<file path="config.mk">
export PLATFORM = sky130hd
export DESIGN_NAME = voxel_feature_streamer
export DESIGN_NICKNAME = d
export VERILOG_FILES = /design/src/rtl/voxel_pkg.sv /design/src/rtl/feature_lane_norm.sv /design/src/rtl/voxel_feature_streamer.sv
export SDC_FILE = /design/constraint.sdc
export NUM_CORES = 1
export LEC_CHECK = 0
export ABC_AREA = 1
export BUFFER_PORTS_ARGS = -buffer_cell sky130_fd_sc_hd__clkbuf_2
export CAP_MARGIN = 0
export CORE_UTILIZATION = 47
export DETAILED_ROUTE_END_ITERATION = 7
export GPL_ROUTABILITY_DRIVEN = 1
export PLACE_DENSITY_LB_ADDON = 0.12
export SYNTH_ARGS = -nofsm -noshare
export SYNTH_HDL_FRONTEND = slang
export SYNTH_HIERARCHICAL = 1
export SYNTH_SLANG_ARGS = --single-unit
export TNS_END_PERCENT = 30
</file>
<file path="constraint.sdc">
create_clock -name clk -period 1.9 [get_ports clk]
set_clock_uncertainty 0.15 [all_clocks]
set_input_delay 0.095 -clock clk [delete_from_list [all_inputs] [get_ports clk]]
set_output_delay 0.095 -clock clk [all_outputs]
set_load 0.005 [all_outputs]
</file>
<file path="src/rtl/voxel_pkg.sv">
// Shared types and defaults for the voxel feature streamer and the systolic classifier.
package voxel_pkg;

    localparam int DEF_NUM_CELLS       = 1024;
    localparam int DEF_PARALLEL_INPUTS = 4;
    localparam int DEF_VALUE_BITS      = 6;

    typedef enum logic [1:0] {
        S_IDLE   = 2'd0,
        S_STREAM = 2'd1,
        S_FLUSH  = 2'd2,
        S_WAIT   = 2'd3
    } streamer_state_t;

    function automatic int num_batches(input int cells, input int par);
        return (cells + par - 1) / par;
    endfunction

endpackage

</file>
<file path="src/rtl/feature_lane_norm.sv">
// One feature lane: right shift a raw bin count, saturate to VALUE_BITS, force 0 on padding lanes.
module feature_lane_norm #(
    parameter int COUNT_BITS = 8,
    parameter int VALUE_BITS = 6,
    parameter int NORM_SHIFT = 2
) (
    input  logic [COUNT_BITS-1:0] count_i,
    input  logic                  pad_i,
    output logic [VALUE_BITS-1:0] value_o
);

    // Work at the wider of the two widths so the saturation compare is always well defined.
    localparam int W = (COUNT_BITS > VALUE_BITS) ? COUNT_BITS : VALUE_BITS;
    localparam logic [W-1:0] MAX_V = W'((64'd1 << VALUE_BITS) - 64'd1);

    logic [W-1:0] shifted;

    always_comb begin
        shifted = W'(count_i) >> NORM_SHIFT;
        if (pad_i) begin
            value_o = '0;
        end else if (shifted > MAX_V) begin
            value_o = MAX_V[VALUE_BITS-1:0];
        end else begin
            value_o = shifted[VALUE_BITS-1:0];
        end
    end

endmodule

</file>
<file path="src/rtl/voxel_feature_streamer.sv">
// Streams a frozen voxel-bin frame to the classifier as normalised feature batches.
// Optional in-flight bank clearing is enabled by defining VOXEL_FEATURE_CLEAR_EN.
module voxel_feature_streamer
    import voxel_pkg::*;
#(
    parameter int NUM_CELLS       = DEF_NUM_CELLS,
    parameter int PARALLEL_INPUTS = DEF_PARALLEL_INPUTS,
    parameter int COUNT_BITS      = 8,
    parameter int VALUE_BITS      = DEF_VALUE_BITS,
    parameter int NORM_SHIFT      = 2,
    localparam int NUM_BATCHES    = num_batches(NUM_CELLS, PARALLEL_INPUTS),
    localparam int BADDR_BITS     = (NUM_BATCHES > 1) ? $clog2(NUM_BATCHES) : 1
) (
    input  logic                                  clk,
    input  logic                                  rst_n,
    input  logic                                  frame_ready,
    output logic                                  frame_busy,
    output logic                                  frame_dropped,
    output logic                                  mem_rd_en,
    output logic [BADDR_BITS-1:0]                 mem_rd_addr,
    input  logic [PARALLEL_INPUTS*COUNT_BITS-1:0] mem_rd_data,
    output logic                                  mem_clr_en,
    output logic [BADDR_BITS-1:0]                 mem_clr_addr,
    output logic                                  sa_start,
    output logic [PARALLEL_INPUTS*VALUE_BITS-1:0] feature_in,
    output logic                                  feature_valid,
    input  logic                                  sa_result_valid,
    output logic                                  frame_done
);

    // state    | meaning
    // S_IDLE   | waiting for a frozen frame
    // S_STREAM | issuing one batch read per cycle
    // S_FLUSH  | reads done, draining the two-stage pipeline
    // S_WAIT   | all features sent, waiting for the classifier result

    localparam logic [BADDR_BITS-1:0] LAST_ADDR = BADDR_BITS'(NUM_BATCHES - 1);

    streamer_state_t state_q, state_d;
    logic                  rd_en_q, rd_en_d;
    logic [BADDR_BITS-1:0] rd_addr_q, rd_addr_d;
    logic                  start_q, start_d;
    logic                  dropped_q, dropped_d;
    logic                  done_q, done_d;

    logic                  s1_valid_q;
    logic [BADDR_BITS-1:0] s1_addr_q;
    logic                  fvalid_q;
    logic [PARALLEL_INPUTS*VALUE_BITS-1:0] feat_q;
    logic [PARALLEL_INPUTS*VALUE_BITS-1:0] lane_vals;

    always_comb begin
        state_d   = state_q;
        rd_en_d   = 1'b0;
        rd_addr_d = rd_addr_q;
        start_d   = 1'b0;
        dropped_d = frame_ready && (state_q != S_IDLE);
        done_d    = 1'b0;
        case (state_q)
            S_IDLE: begin
                if (frame_ready) begin
                    start_d   = 1'b1;
                    rd_en_d   = 1'b1;
                    rd_addr_d = '0;
                    state_d   = S_STREAM;
                end
            end
            S_STREAM: begin
                if (rd_addr_q == LAST_ADDR) begin
                    state_d = S_FLUSH;
                end else begin
                    rd_en_d   = 1'b1;
                    rd_addr_d = rd_addr_q + BADDR_BITS'(1);
                end
            end
            S_FLUSH: begin
                // Once stage 1 is empty, the final batch is on feature_in this cycle.
                if (!s1_valid_q) begin
                    state_d = S_WAIT;
                end
            end
            S_WAIT: begin
                if (sa_result_valid) begin
                    done_d  = 1'b1;
                    state_d = S_IDLE;
                end
            end
            default: state_d = S_IDLE;
        endcase
    end

    always_ff @(posedge clk or negedge rst_n) begin
        if (!rst_n) begin
            state_q   <= S_IDLE;
            rd_en_q   <= 1'b0;
            rd_addr_q <= '0;
            start_q   <= 1'b0;
            dropped_q <= 1'b0;
            done_q    <= 1'b0;
        end else begin
            state_q   <= state_d;
            rd_en_q   <= rd_en_d;
            rd_addr_q <= rd_addr_d;
            start_q   <= start_d;
            dropped_q <= dropped_d;
            done_q    <= done_d;
        end
    end

    for (genvar p = 0; p < PARALLEL_INPUTS; p++) begin : g_lane
        logic [31:0] cell_idx;
        logic        pad;

        assign cell_idx = 32'(s1_addr_q) * 32'(PARALLEL_INPUTS) + 32'(p);
        assign pad      = (cell_idx >= 32'(NUM_CELLS));

        feature_lane_norm #(
            .COUNT_BITS (COUNT_BITS),
            .VALUE_BITS (VALUE_BITS),
            .NORM_SHIFT (NORM_SHIFT)
        ) u_norm (
            .count_i (mem_rd_data[p*COUNT_BITS +: COUNT_BITS]),
            .pad_i   (pad),
            .value_o (lane_vals[p*VALUE_BITS +: VALUE_BITS])
        );
    end

    always_ff @(posedge clk or negedge rst_n) begin
        if (!rst_n) begin
            s1_valid_q <= 1'b0;
            s1_addr_q  <= '0;
            fvalid_q   <= 1'b0;
            feat_q     <= '0;
        end else begin
            s1_valid_q <= rd_en_q;
            s1_addr_q  <= rd_addr_q;
            fvalid_q   <= s1_valid_q;
            feat_q     <= s1_valid_q ? lane_vals : '0;
        end
    end

`ifdef VOXEL_FEATURE_CLEAR_EN
    // Clear each batch on the second port in the same cycle its data comes back.
    assign mem_clr_en   = s1_valid_q;
    assign mem_clr_addr = s1_valid_q ? s1_addr_q : '0;
`else
    assign mem_clr_en   = 1'b0;
    assign mem_clr_addr = '0;
`endif

    assign frame_busy    = (state_q != S_IDLE);
    assign frame_dropped = dropped_q;
    assign mem_rd_en     = rd_en_q;
    assign mem_rd_addr   = rd_addr_q;
    assign sa_start      = start_q;
    assign feature_in    = feat_q;
    assign feature_valid = fvalid_q;
    assign frame_done    = done_q;

endmodule

</file>
Word-level counts from Yosys, hierarchy flattened
Cells that the tools add are included.
- $add $sub $neg: 4
- $lt $le $gt $ge: 8
- equality and inequality tests: 9
- muxes and demuxes: 23
- reductions and logical operators: 6
- operator list (operator ; number):
    $mux W6 ; 8
    $ge A11 B11 Y1 const B ; 3
    $gt A6 B6 Y1 const B ; 4
    $mux W24 ; 1
    $add A10 B2 Y11 const B ; 2
    $mux W8 ; 2
    $pmux W8 S2 ; 1
    $add A10 B1 Y11 const B ; 1
    $ge A10 B11 Y1 const B ; 1
    $ne A2 B2 Y1 const B ; 5
    $add A8 B1 Y8 const B ; 1
    $eq A8 B8 Y1 const B ; 1
    $mux W2 ; 4
    $pmux W2 S4 ; 1
    $mux W1 ; 5
    $eq A2 B2 Y1 const B ; 2
    $reduce_and A4 Y1 ; 1
    $reduce_bool A2 Y1 ; 2
    $reduce_and A3 Y1 ; 1
    $eq A2 B1 Y1 const B ; 1
    $logic_not A2 Y1 ; 1
    $pmux W1 S2 ; 1
    $logic_and A1 B1 Y1 ; 1
- register bits: 48
- input port bits: 36
- output and inout bits: 47
- logic and storage cells: 60

Longest topological paths before layout
- depth after elaboration: 4
- mapped depth: 9
- mapped depth without buffers: 8

Modules after synthesis
The synthesis kept the hierarchy.
- modules (own cells, without submodules) (module ; times used ; cells an instance ; area each (um2) ; seq. area each (um2)):
    voxel_feature_streamer ; 1 ; 190 ; 1722.9 ; 1001.0
    feature_lane_norm ; 4 ; 12 ; 45.0 ; 0.0

Worst setup path after synthesis
Ideal clock, no wire load.
- path kind: register to register
- start point: register state_q[1]
- end point: register rd_addr_q[4], in the netlist mem_rd_addr[4]
- library setup time: 0.123 ns
- arrival time: 1.237 ns
- required time: 1.627 ns
- path slack: 0.390 ns
- cell stages (with the launch flop): 10
- path buffers: 2
- period minus slack after synthesis: 1.510 ns
- path through: dfrtp_1 > inv_1 > ha_1 > buf_4 > inv_1 > nand2_1 > nand3_4 > buf_6 > nand2_1 > o21ai_2
- word-level cells in the longest chain between the ends: 3
- elaborated cells between the ends (all ways): 7
- those cells by class: 3 x eq/ne; 1 x mux; 3 x reduce/logical
- ends and longest elaborated chain (what ; line ; source):
    start, declared ; voxel_feature_streamer.sv:39 ; streamer_state_t state_q, state_d;
    start signal, assigned ; voxel_feature_streamer.sv:101 ; state_q <= state_d;
    $eq A2 B1 Y1 or $logic_not A2 Y1 (tied branches) ; voxel_feature_streamer.sv:59 ; case (state_q)
    $ne A2 B2 Y1 (no source line) or $reduce_bool A2 Y1 (tied branches) ; -- ;
    $reduce_and A3 Y1 (no source line) ; -- ;
    end signal, assigned ; voxel_feature_streamer.sv:103 ; rd_addr_q <= rd_addr_d;
    end, declared ; voxel_feature_streamer.sv:41 ; logic [BADDR_BITS-1:0] rd_addr_q, rd_addr_d;
Several ways; a longest one is shown, not always the timed one.
A chain may end at the register's enable or synchronous reset.

Final worst setup path
- start point: register state_q[0]
- end point: register state_q[1]
- word-level cells in the longest chain between the ends: 3
- elaborated cells between the ends (all ways): 10
- those cells by class: 7 x eq/ne; 1 x mux; 2 x reduce/logical
- ends and longest elaborated chain (what ; line):
    $eq A2 B1 Y1, or another cell as far along ; voxel_feature_streamer.sv:59
    $ne A2 B2 Y1 (no source line) ; --
    $reduce_and A4 Y1 (no source line) ; --
Several ways; a longest one is shown, not always the timed one.

==> flow_summary.yaml <==
worst_setup_path:
  path_max_fanout: 5
  critical_path_required_ns: 1.93
  start_kind: "flip-flop"
  arrival_ns: 1.67
  crit_type: "flip-flop to flip-flop"
  critPathCaptureType: "flip-flop"
yosys:
  ys_ff_latch: 40
  syn_area_per_cell_sq_um: 8.00
  synth_ff_type: "dfrtp_1"
  ys_types: 21
  yosysSeqAreaShare_pct: 52.6
  synth_area_sq_um: 1900
  synth_most_common_cell: "inv_1"
  synth_top_cell_area_share_pct: 52.6
  synthTopCellsByArea: "dfrtp_1 53%, inv_1 12%, nand2_1 12%"
  synth_warnings: 6
  postSynth.asyncResetShare_pct: 100
  ys_top_cells_by_count: "61 x inv_1, 59 x nand2_1, 40 x dfrtp_1"
  yosysTopAreaCell: "dfrtp_1"
  synth_edf_count: 0
  syn_inst: 238
cts:
  numCtsBuffers: 5
  post-cts-setup-buffer-count: 0
  cts_num_sinks: 40
  htree_num_levels: 2
  clock_latency_ns: 0.29
  cts_tree: "done"
  clockBufferDepth: 2
  root_buffer: "clkbuf_8"
  clk_pin_slew_worst_paths_ns: 0.07
  cts_hold_buf: 27
  cts-resized-gates: 0
pwr:
  power.density_nw_per_um2: 1000
  combinationalPowerShare_pct: 32.3
  switching_share_pct: 32.9
  power.sequential.fraction_pct: 40.2
  peakVddDrop_uv: 532
  power.net_switching_mw: 0.901
  power_leakage_nw: 1.76
  p_int_mw: 1.83
  pwr-share-clk_pct: 27.6
place:
  port_buffers: 65
  place.gp.congestion: 0.781
  dp_hpwl_mm: 2.60
global_route:
  overflow: 0
  grt_pass1_wl_mm: 6.63
  grt.total_usage_pct: 20.5
  antenna_found_initial: 0
  grt_max_degree: 26
  grt_pass1_vias: 1654
cells_and_area:
  fin_nets: 399
  ff_latch_area_sq_um: 1000
  diodes: 0
  drive_gt1_share_pct: 23.4
  fillers: 293
  multiInputGateArea_sq_um: 696
  synthToLayoutAreaGrowth_pct: 43.5
route:
  drc: 0
  firstDrtPassIters: 4
  totalWireLength_mm: 3.80
  drtIter0Drc: 90
  num_vias: 1660
  via_per_inst: 4.08
  ant_nets: 0
  wire_per_inst_um: 9.34
status:
  status: "complete, no violations"
floorplan:
  die_height_um: 65.6
  placementRows: 22
  die_x_um: 65.6
  start_util_pct: 50.5
  die_area_sq_um: 4310
  coreArea_sq_um: 3770
  pin_count: 83
sta:
  drv_slew: 0
  hold_ws_ns: 0.146
  grt_setup_unrepaired: "no"
  clock.fmax_mhz: 610
  tns_ns: 0
  setup_viol: 0
  timing.final.crit_share_pct: 86.3
  finalHoldViolCount: 0
  layout_min_cycle_time_ns: 1.64
flow_run:
  max-cap-violations: 0
min_path:
  hp-class: "input port to asynchronous set/reset pin"
==> worst max-delay path, cell delays in order (launching register included) <==
cell and delay (ns):
dfrtp_1 0.39, inv_1 0.08, ha_1 0.25, nand2_1 0.13
o21ai_0 0.10, a21oi_1 0.21, nand2_1 0.10, nand2_1 0.07
nand2_1 0.05
==> cell usage in the layout (no fill, tap or decap), types with 3 or more instances in the layout <==
cell	netlist	layout
ha_1	5	5
buf_4	10	3
clkbuf_8	0	7
inv_1	61	61
o21ai_0	6	6
nand2_1	59	59
nor2_1	32	32
conb_1	1	33
dlygate4sd3_1	0	27
nand3_1	7	7
clkbuf_2	0	65
dfrtp_1	40	40
==> layout make-up <==
| cell class | instances | area share (%) |
|---|---|---|
| Timing Repair Buffer | 95 | 22.6 |
| Tap cell | 48 | 2.20 |
| Inverter | 61 | 8.39 |
| Clock inverter | 1 | 1.10 |
| Clock buffer | 7 | 3.53 |
| Sequential cell | 40 | 36.7 |
| Multi-Input combinational cell | 155 | 25.5 |
==> kinds of logic (layout without fill, tap and decap cells) <==
| logic type | after synthesis | in the layout | share of synthesized area [%] |
|---|---|---|---|
| and+or+nand+nor | 104 | 104 | 22.8 |
| other | 1 | 33 | 0.197 |
| adders and majority gates | 5 | 5 | 3.29 |
| DFF | 40 | 40 | 52.6 |
| buffers and inverters | 75 | 164 | 17.2 |
| AOI/OAI and AO/OA | 13 | 13 | 3.95 |
==> power by group through the flow <==
| stage | registers, mW | clock network, mW | logic (mW) |
|---|---|---|---|
| floorplan | 1.12 | 0 | 0.561 |
| global placement | 1.11 | 0 | 0.813 |
| detailed placement | 1.12 | 0 | 0.847 |
| CTS | 1.10 | 0.770 | 0.898 |
| global route | 1.12 | 0.812 | 1.02 |
| finish | 1.10 | 0.755 | 0.883 |
==> flip-flops by register name, summed over array words and instances, names as in the netlist <==
| register | flops |
|---|---|
| s1_valid_q | 1 |
| frame_done | 1 |
| mem_rd_addr | 8 |
| state_q | 2 |
| feature_valid | 1 |
| sa_start | 1 |
| frame_dropped | 1 |
| feature_in | 24 |
| mem_rd_en | 1 |
==> stage by stage <==
stage                     instance area (sq um)  std cells  utilization [%]  worst slack (ns)  power (mW)
after floorplan                            2020        270                -             0.390        1.68
final                                      2730        407             72.4             0.260        2.74
after global routing                       2730        407             72.4            0.0525        2.95
after detailed placement                   2330        372             61.9             0.247        1.97
after CTS                                  2730        407             72.4             0.227        2.77
after global placement                     2330        372             61.9             0.296        1.92
==> layer usage <==
metal	up-vias	routed length, um	share of wire (%)	GRT usage (%)
met5	-	0	0	0
met3	8	262	6.9	7.81
met2	46	1960	52	37.5
met1	733	1510	40	20.9
met4	0	72	1.9	7.07
li1	873	-	-	-
==> path summary, 6_finish.rpt <==
check / from / end / slack (ns) / cells after the start
min in group clk: mem_rd_en / s1_valid_q / 0.25 / 0
max in group asynchronous: rst_n / state_q[1] / 0.81 / 3
max reg2reg: state_q[0] / state_q[1] / 0.26 / 8
min: rst_n / feature_in[20] / 0.15 / 2
min reg2reg: mem_rd_en / s1_valid_q / 0.25 / 0
max: state_q[0] / state_q[1] / 0.26 / 8
Note: power is estimated with default switching activity, not from simulation.
